`src/rtl/vga_timing_gen.sv`:
```
// vga_timing_gen: parametrised VGA raster generator. The block provides programmable H/V timing,
// selectable sync polarity and an integer pixel-clock divider. It also draws one rectangle over
// a solid RGB332 background. The overlay geometry is double-buffered and swaps only at frame
// boundaries.
module vga_timing_gen #(
   parameter int H_ACTIVE  = 640,
   parameter int H_FP      = 16,
   parameter int H_SYNC    = 96,
   parameter int H_BP      = 48,
   parameter int V_ACTIVE  = 480,
   parameter int V_FP      = 10,
   parameter int V_SYNC    = 2,
   parameter int V_BP      = 33,
   parameter bit HSYNC_POL = 1'b0,
   parameter bit VSYNC_POL = 1'b0,
   parameter int CLK_DIV   = 1,
   parameter int HW        = 11,
   parameter int VW        = 10
) (
   input  logic          clk,
   input  logic          reset,
   input  logic          enable,
   input  logic          cfg_load,
   input  logic [HW-1:0] rect_x0,
   input  logic [HW-1:0] rect_x1,
   input  logic [VW-1:0] rect_y0,
   input  logic [VW-1:0] rect_y1,
   input  logic [7:0]    fg_color,
   input  logic [7:0]    bg_color,
   output logic [HW-1:0] hcount,
   output logic [VW-1:0] vcount,
   output logic          active,
   output logic          hsync,
   output logic          vsync,
   output logic          frame_start,
   output logic [2:0]    red,
   output logic [2:0]    green,
   output logic [1:0]    blue
);

   localparam int H_TOTAL  = H_ACTIVE + H_FP + H_SYNC + H_BP;
   localparam int V_TOTAL  = V_ACTIVE + V_FP + V_SYNC + V_BP;
   localparam int HS_START = H_ACTIVE + H_FP;
   localparam int HS_END   = HS_START + H_SYNC;
   localparam int VS_START = V_ACTIVE + V_FP;
   localparam int VS_END   = VS_START + V_SYNC;
   localparam int DW       = (CLK_DIV > 1) ? $clog2(CLK_DIV) : 1;

   if (CLK_DIV < 1) begin : g_bad_div
      $error("vga_timing_gen: CLK_DIV must be at least 1");
   end
   if (H_TOTAL > 2 ** HW) begin : g_bad_hw
      $error("vga_timing_gen: H_TOTAL does not fit in HW bits");
   end
   if (V_TOTAL > 2 ** VW) begin : g_bad_vw
      $error("vga_timing_gen: V_TOTAL does not fit in VW bits");
   end

   typedef struct packed {
      logic [HW-1:0] x0;
      logic [HW-1:0] x1;
      logic [VW-1:0] y0;
      logic [VW-1:0] y1;
      logic [7:0]    fg;
      logic [7:0]    bg;
   } cfg_t;

   localparam cfg_t CFG_RESET = '{
      x0: HW'(100), x1: HW'(300), y0: VW'(100), y1: VW'(200), fg: 8'hE0, bg: 8'hFF
   };

   logic [DW-1:0] div_cnt;
   logic [HW-1:0] hc;
   logic [VW-1:0] vc;
   cfg_t          pend;
   cfg_t          live;
   logic          pend_valid;

   logic tick;
   logic h_last;
   logic v_last;
   logic frame_wrap;
   logic visible;
   logic in_hsync;
   logic in_vsync;
   logic in_rect;

   assign tick       = enable && (div_cnt == DW'(CLK_DIV - 1));
   assign h_last     = (hc == HW'(H_TOTAL - 1));
   assign v_last     = (vc == VW'(V_TOTAL - 1));
   assign frame_wrap = tick && h_last && v_last;

   // Decode the current raster position; int casts zero-extend so the bounds compare unsigned.
   always_comb begin
      visible  = (int'(hc) < H_ACTIVE) && (int'(vc) < V_ACTIVE);
      in_hsync = (int'(hc) >= HS_START) && (int'(hc) < HS_END);
      in_vsync = (int'(vc) >= VS_START) && (int'(vc) < VS_END);
      in_rect  = (hc >= live.x0) && (hc <= live.x1) && (vc >= live.y0) && (vc <= live.y1);
   end

   // Pixel divider and raster counters; everything freezes while enable is low.
   always_ff @(posedge clk or posedge reset) begin
      if (reset) begin
         div_cnt <= '0;
         hc      <= '0;
         vc      <= '0;
      end else if (enable) begin
         div_cnt <= tick ? '0 : div_cnt + 1'b1;
         if (tick) begin
            if (h_last) begin
               hc <= '0;
               vc <= v_last ? '0 : vc + 1'b1;
            end else begin
               hc <= hc + 1'b1;
            end
         end
      end
   end

   // Shadow geometry: a load made on the wrap tick itself lands in pend and waits a frame.
   always_ff @(posedge clk or posedge reset) begin
      if (reset) begin
         pend       <= CFG_RESET;
         live       <= CFG_RESET;
         pend_valid <= 1'b0;
      end else begin
         if (frame_wrap && pend_valid) begin
            live <= pend;
         end
         if (cfg_load) begin
            pend <= '{x0: rect_x0, x1: rect_x1, y0: rect_y0, y1: rect_y1,
                      fg: fg_color, bg: bg_color};
            pend_valid <= 1'b1;
         end else if (frame_wrap) begin
            pend_valid <= 1'b0;
         end
      end
   end

   // Output stage: every pin is registered from hc/vc, so all outputs share one clk of latency.
   always_ff @(posedge clk or posedge reset) begin
      if (reset) begin
         hcount               <= '0;
         vcount               <= '0;
         active               <= 1'b0;
         hsync                <= ~HSYNC_POL;
         vsync                <= ~VSYNC_POL;
         frame_start          <= 1'b0;
         {red, green, blue}   <= 8'h00;
      end else begin
         hcount <= hc;
         vcount <= vc;
         if (enable) begin
            active      <= visible;
            hsync       <= in_hsync ? HSYNC_POL : ~HSYNC_POL;
            vsync       <= in_vsync ? VSYNC_POL : ~VSYNC_POL;
            // Only the first clk of pixel (0,0) so the pulse is one clk wide for any divider.
            frame_start <= (hc == '0) && (vc == '0) && (div_cnt == '0);
            if (visible) begin
               {red, green, blue} <= in_rect ? live.fg : live.bg;
            end else begin
               {red, green, blue} <= 8'h00;
            end
         end else begin
            active             <= 1'b0;
            hsync              <= ~HSYNC_POL;
            vsync              <= ~VSYNC_POL;
            frame_start        <= 1'b0;
            {red, green, blue} <= 8'h00;
         end
      end
   end

endmodule

```
`config.mk`:
```
export PLATFORM = sky130hd
export DESIGN_NAME = vga_timing_gen
export DESIGN_NICKNAME = d
export VERILOG_FILES = /design/src/rtl/vga_timing_gen.sv
export SDC_FILE = /design/constraint.sdc
export NUM_CORES = 1
export LEC_CHECK = 0
export ABC_CLOCK_PERIOD_IN_PS = 5800
export BUFFER_PORTS_ARGS = -buffer_cell sky130_fd_sc_hd__clkbuf_2
export CORE_MARGIN = 1.5
export CORE_UTILIZATION = 34
export DETAILED_ROUTE_END_ITERATION = 6
export PLACE_DENSITY_LB_ADDON = 0.2
export SLEW_MARGIN = 20
export SYNTH_ARGS = -nofsm -noshare
export SYNTH_HDL_FRONTEND = slang
export SYNTH_SLANG_ARGS = --single-unit
```
`constraint.sdc`:
```
create_clock -name clk -period 5.8 [get_ports clk]
set_clock_uncertainty 0.05 [all_clocks]
set_input_delay 0.29 -clock clk [delete_from_list [all_inputs] [get_ports clk]]
set_output_delay 0.29 -clock clk [all_outputs]
set_load 0.005 [all_outputs]
```
# Word level (Yosys, flattened, before mapping)
# Cells that the tools add are included.
[op_classes]
addsub = 3
order_cmp = 10
eq_ne = 2
n_mux = 18
bitwise_logic = 1
n_reduce_logical = 17
[ops]
columns = ["cell", "n"]
rows = [
  ["less-than comparator 11 x 10 -> 1 bit, second input constant", 2],
  ["less-than comparator 10 x 9 -> 1 bit, second input constant", 2],
  ["logical AND 1 bit", 12],
  ["two-way mux 3 bit", 4],
  ["adder 11 x 1 -> 11 bit, second input constant", 1],
  ["equality test 11 x 10 -> 1 bit, second input constant", 1],
  ["greater-or-equal comparator 11 x 10 -> 1 bit, second input constant", 1],
  ["greater-or-equal comparator 11 bit", 1],
  ["<= comparator 11 bit", 1],
  ["logical NOT 11 bit", 1],
  ["two-way mux 11 bit", 1],
  ["adder 10 x 1 -> 10 bit, second input constant", 1],
  ["equality test 10 bit, second input constant", 1],
  ["greater-or-equal comparator 10 bit", 1],
  ["greater-or-equal comparator 10 x 9 -> 1 bit, second input constant", 1],
  ["<= comparator 10 bit", 1],
  ["logical NOT 10 bit", 1],
  ["two-way mux 10 bit", 1],
  ["two-way mux 1 bit", 9],
  ["two-way mux 8 bit", 1],
  ["two-way mux 2 bit", 2],
  ["AND reduction 3 bit", 1],
  ["AND reduction 2 bit", 1],
  ["nonzero test 2 bit", 1],
  ["other kinds (2)", 2],
]
[totals]
register_bits = 172
input_bits = 62
out_inout_bits = 33
elab_cells = 76

# Longest topological paths before layout
[logic_depth]
word_depth = 7
mapped_depth = 9
depth_no_buf = 8

# Least setup slack after synthesis
# OpenSTA, ideal clock, no wires.
[synth_path]
path_kind = "register to register"
from = "register live[23] (netlist bit)"
to = "register blue[0]"
setup_time_ns = 0.079
arrival_ns = 2.206
required_time_ns = 5.671
slack_ns = 3.465
path_stages_with_launch = 8
path_buffers = 0
period_less_slack_ns = 2.335
cell_sequence = "dfstp_2 > inv_1 > ha_1 > a211oi_1 > nor2_1 > o41a_1 > nor4_4 > mux2i_1"
[synth_via]
elab_chain_cells = 5
[synth_lines]
columns = ["item", "line_no", "text"]
rows = [
  ["start: declaration", "76", "cfg_t live;"],
  ["start signal: assignment", "128", "live <= pend;"],
  ["<= comparator 10 bit", "98", "in_rect = (hc >= live.x0) && (hc <= live.x1) && (vc >= live.y0) && (vc <= live.y1);"],
  ["logical AND 1 bit", "98", ""],
  ["two-way mux 8 bit", "160", "{red, green, blue} <= in_rect ? live.fg : live.bg;"],
  ["two-way mux 2 bit", "159", "if (visible) begin"],
  ["two-way mux 2 bit", "153", "if (enable) begin"],
  ["end signal: assignment", "160", ""],
  ["end: declaration", "38", "output logic [1:0] blue"],
]
# No other way between the ends.
# A chain may end at the register's enable or synchronous reset.

# Worst setup path in the final report
[layout_path]
from = "register hc[5]"
to = "register live[12] (netlist bit)"
[layout_via]
elab_chain_cells = 4
[layout_lines]
columns = ["item", "line_no", "text"]
rows = [
  ["start: declaration", "73", "logic [HW-1:0] hc;"],
  ["start signal: assignment", "114", "hc <= hc + 1'b1;"],
  ["equality test 11 x 10 -> 1 bit", "89", "assign h_last = (hc == HW'(H_TOTAL - 1));"],
  ["logical AND 1 bit (2 in a row)", "91", "assign frame_wrap = tick && h_last && v_last;"],
  ["logical AND 1 bit", "127", "if (frame_wrap && pend_valid) begin"],
]
# No other way between the ends.

==> flow_metrics.tcl <==
set metrics [dict create \
    cp_cell_sequence "nand4bb_1 -> nor3_1 -> and3_1 -> nand3_4 -> mux2_4" \
    insertion_delay_ns 0.42 \
    crit_path_start "hc[5]$_DFFE_PP0P_" \
    r2r_start "hc[5]$_DFFE_PP0P_" \
    synthAdderAreaFrac 0.07482 \
    synth_top_family_by_area "multiplexers" \
    post_synth_most_frequent_cells "sky130_fd_sc_hd__dfrtp_1, sky130_fd_sc_hd__mux2_2, sky130_fd_sc_hd__dfstp_2" \
    initial_utilization 0.3492 \
    first_pass_grt_wire_length_mm 25.06 \
    worst_case_vdd_ir_drop_mv 0.1580 \
    clock-sinks 172 \
    timing_max_transition_violations_final 0 \
    layout.nets 783 \
    worst_slew_pin_slew_ns 0.9866 \
    post_route_cells_drive_above_1_share 0.4331 \
    asyncSetResetFlopFracSynth 1.000 \
    clk_pin_slew_ns 0.07 \
    vias 4620 \
    cp_max_stage_cell "sky130_fd_sc_hd__nand3_4" \
    grt_antenna_before_repair 0 \
    min_clock_period_post_route_ns 3.321 \
    critical_path.endpoint_type "flop" \
    post-cts-setup-buffers 0 \
    syn_nets 687 \
    sequential_cell_area_um2 4367 \
    post-synth-top-area-cell "sky130_fd_sc_hd__dfrtp_1" \
    result_of_the_run "finished, final reports clean" \
    cts.htree.levels 4 \
    critPathRequiredTime_ns 6.05 \
    pin_count 95 \
    grt_start_max_net_pins 94 \
    ff2ff_setup_slack_ns 2.48 \
    p_leak_uw 0.004201 \
    chipHeight_um 153.4 \
    timing_hold_violations_final 0 \
    cts.hold.buffers_added 1 \
    pwr_density_cell_nw_per_um2 314.3 \
    synth_xor_area_frac 0.01594 \
    critical_path_startpoint_category "flop" \
    grt.total_usage 0.1361 \
    yosysWarningCount 0 \
    fp.dieW_um 153.4 \
    yosys-top-cells-area "sky130_fd_sc_hd__dfrtp_1, sky130_fd_sc_hd__dfstp_2, sky130_fd_sc_hd__mux2_2" \
    syn_avg_cell_area_um2 13.29 \
    achievable_clock_frequency_mhz 301.1 \
    detail_route.wirelength_mm 14.87 \
    synth_edf_count 0 \
    syn-cell-area_um2 7692 \
    die-area_um2 23540 \
    cts_root_buffer "sky130_fd_sc_hd__clkbuf_16" \
    fill_cells 2083 \
    port-buffer-count 94 \
    holdCritStartpoint "bg_color[6]" \
    global_placer_s_final_weighted_congestion 0.7909 \
    final_period_utilization 0.5725 \
    postSynth.topFlopCell "sky130_fd_sc_hd__dfrtp_1" \
    crit_path_max_fanout 58 \
    cts_tree "done" \
    setup.worst_path.class "reg2reg" \
    core_region_area_um2 22030 \
    netlist.area_leader.share 0.3969 \
    worstHoldPathType "in2reg" \
    ctsLongestPathBuffers 2 \
    timing.slew.headroom 0.3423 \
    multi_input_area_um2 3039 \
    synth_mux_area_frac 0.1900 \
    worstPathArrival_ns 3.57 \
    via_count_of_the_first_global_routing_pass 4807 \
    yosys.cell_count.top_type "sky130_fd_sc_hd__dfrtp_1" \
    layout-area-overhead-vs-synth_pct 17.47 \
    placed_cells 935 \
    max_stage_delay_ns 0.84 \
    avgViaCountPerCell 4.773 \
    detail_route.wl_per_cell_um 15.36 \
    drc_errors 0 \
    antenna_cells 0 \
    setup-violations-final 0 \
    fin_cells 968 \
    syn_inst 579 \
    core.rowCount 54 \
    area_fraction_in_and_or_nand_and_nor_cells_after_synthesis 0.07417 \
    synth_unique_cells 46 \
    yosys_register_bits 172 \
    summed_negative_setup_slack_over_all_endpoints_ns 0 \
    detailedRoute.firstIterationViolations 216 \
    drt_pass1_iterations 5 \
    synth-compound-area-share 0.04018 \
    synth-seq-area-share 0.5677 \
    rsz0062_at_grt "no" \
    dp_hpwl_mm 10.31 \
    post_cts.resized_instances 0 \
    drv.max_cap_violation_count 0 \
    numCtsBuffers 17 \
    overflow 0 \
    ant_nets 0 \
]
layout by cell type (no fill, tap or decap), types with 8 or more instances in the layout:
| cell | count |
|---|---|
| sky130_fd_sc_hd__o21ai_0 | 11 |
| sky130_fd_sc_hd__clkbuf_2 | 94 |
| sky130_fd_sc_hd__dfstp_2 | 50 |
| sky130_fd_sc_hd__a21o_1 | 10 |
| sky130_fd_sc_hd__nand2_1 | 30 |
| sky130_fd_sc_hd__a21oi_1 | 14 |
| sky130_fd_sc_hd__nand3_1 | 12 |
| sky130_fd_sc_hd__dfrtp_1 | 122 |
| sky130_fd_sc_hd__nand4_1 | 13 |
| sky130_fd_sc_hd__mux2_2 | 96 |
| sky130_fd_sc_hd__ha_1 | 46 |
| sky130_fd_sc_hd__mux2i_1 | 8 |
| sky130_fd_sc_hd__clkbuf_16 | 17 |
| sky130_fd_sc_hd__inv_1 | 46 |
| sky130_fd_sc_hd__nor2_1 | 18 |
| sky130_fd_sc_hd__nor3_1 | 8 |
| sky130_fd_sc_hd__mux2_4 | 20 |
through the flow:
step                      cell area (um2)  hold WS, ns  setup WS [ns]  utilization  total power, uW
after floorplan                      7692       0.3056         0.8826            -             1607
after global placement               8423       0.4041          2.590       0.3824             1725
after detailed placement             8423       0.4221          2.433       0.3824             1732
after CTS                            9032      0.02106          2.442       0.4101             2887
after global routing                 9036      0.01977          2.197       0.4102             3004
final                                9036      0.04337          2.479       0.4102             2840
critical path, delay by kind of cell (launching register included):
kind | cells | cell delay, ns
and+or+nand+nor | 4 | 2.08
muxes | 1 | 0.59
DFF | 1 | 0.48
final timing paths:
kind,depth (start not counted),end
hold reg to reg,0,hcount[0]$_DFF_PP0_
setup reg to reg,5,live[12]$_DFFE_PP0P_
max in group asynchronous,4,live[36]$_DFFE_PP0P_
min in group asynchronous,3,pend[24]$_DFFE_PP0P_
setup / recovery,5,live[12]$_DFFE_PP0P_
hold / removal,2,pend[6]$_DFFE_PP1P_
kinds of logic (layout without fill, tap and decap cells):
kind of cell,Yosys count,count (layout)
AO/OA/AOI/OAI,49,49
XOR/XNOR,14,14
adder cells (fa/ha/maj),46,46
buffers and inverters,67,176
flip-flops,172,172
multiplexers,124,124
AND/OR/NAND/NOR,107,107
state kept, by name, summed over array words and instances (netlist names):
name,flops
live,58
pend,58
hc,11
hcount,11
vc,10
vcount,10
green,3
red,3
blue,2
active,1
div_cnt,1
frame_start,1
hsync,1
pend_valid,1
vsync,1
layer usage:
layer  GRT usage  vias up  wire, um  share of wire
met2      0.2197       97      7238           0.49
met5           0        -         0              0
met3     0.03657        8       689          0.046
li1            -     2218         -              -
met4     0.03976        0       123         0.0083
met1      0.1795     2297      6821           0.46
report_power, final:
part	internal, uW	total [uW]	switching, uW	leakage (uW)
Clock	616	1140	521	0.000291
Sequential	1300	1370	77.1	0.00211
Combinational	164	329	165	0.00180
Total	2080	2840	763	0.00420
area by class of cell:
type / instances / share of cell area
flip-flops and latches: 172 / 0.4832
multi-input cells: 340 / 0.3363
repair buffers: 97 / 0.05525
clock buffers: 17 / 0.04708
well taps: 280 / 0.03877
inverters: 47 / 0.02008
clock inverters: 15 / 0.01925
No activity file was read; power rests on OpenSTA's default activity.
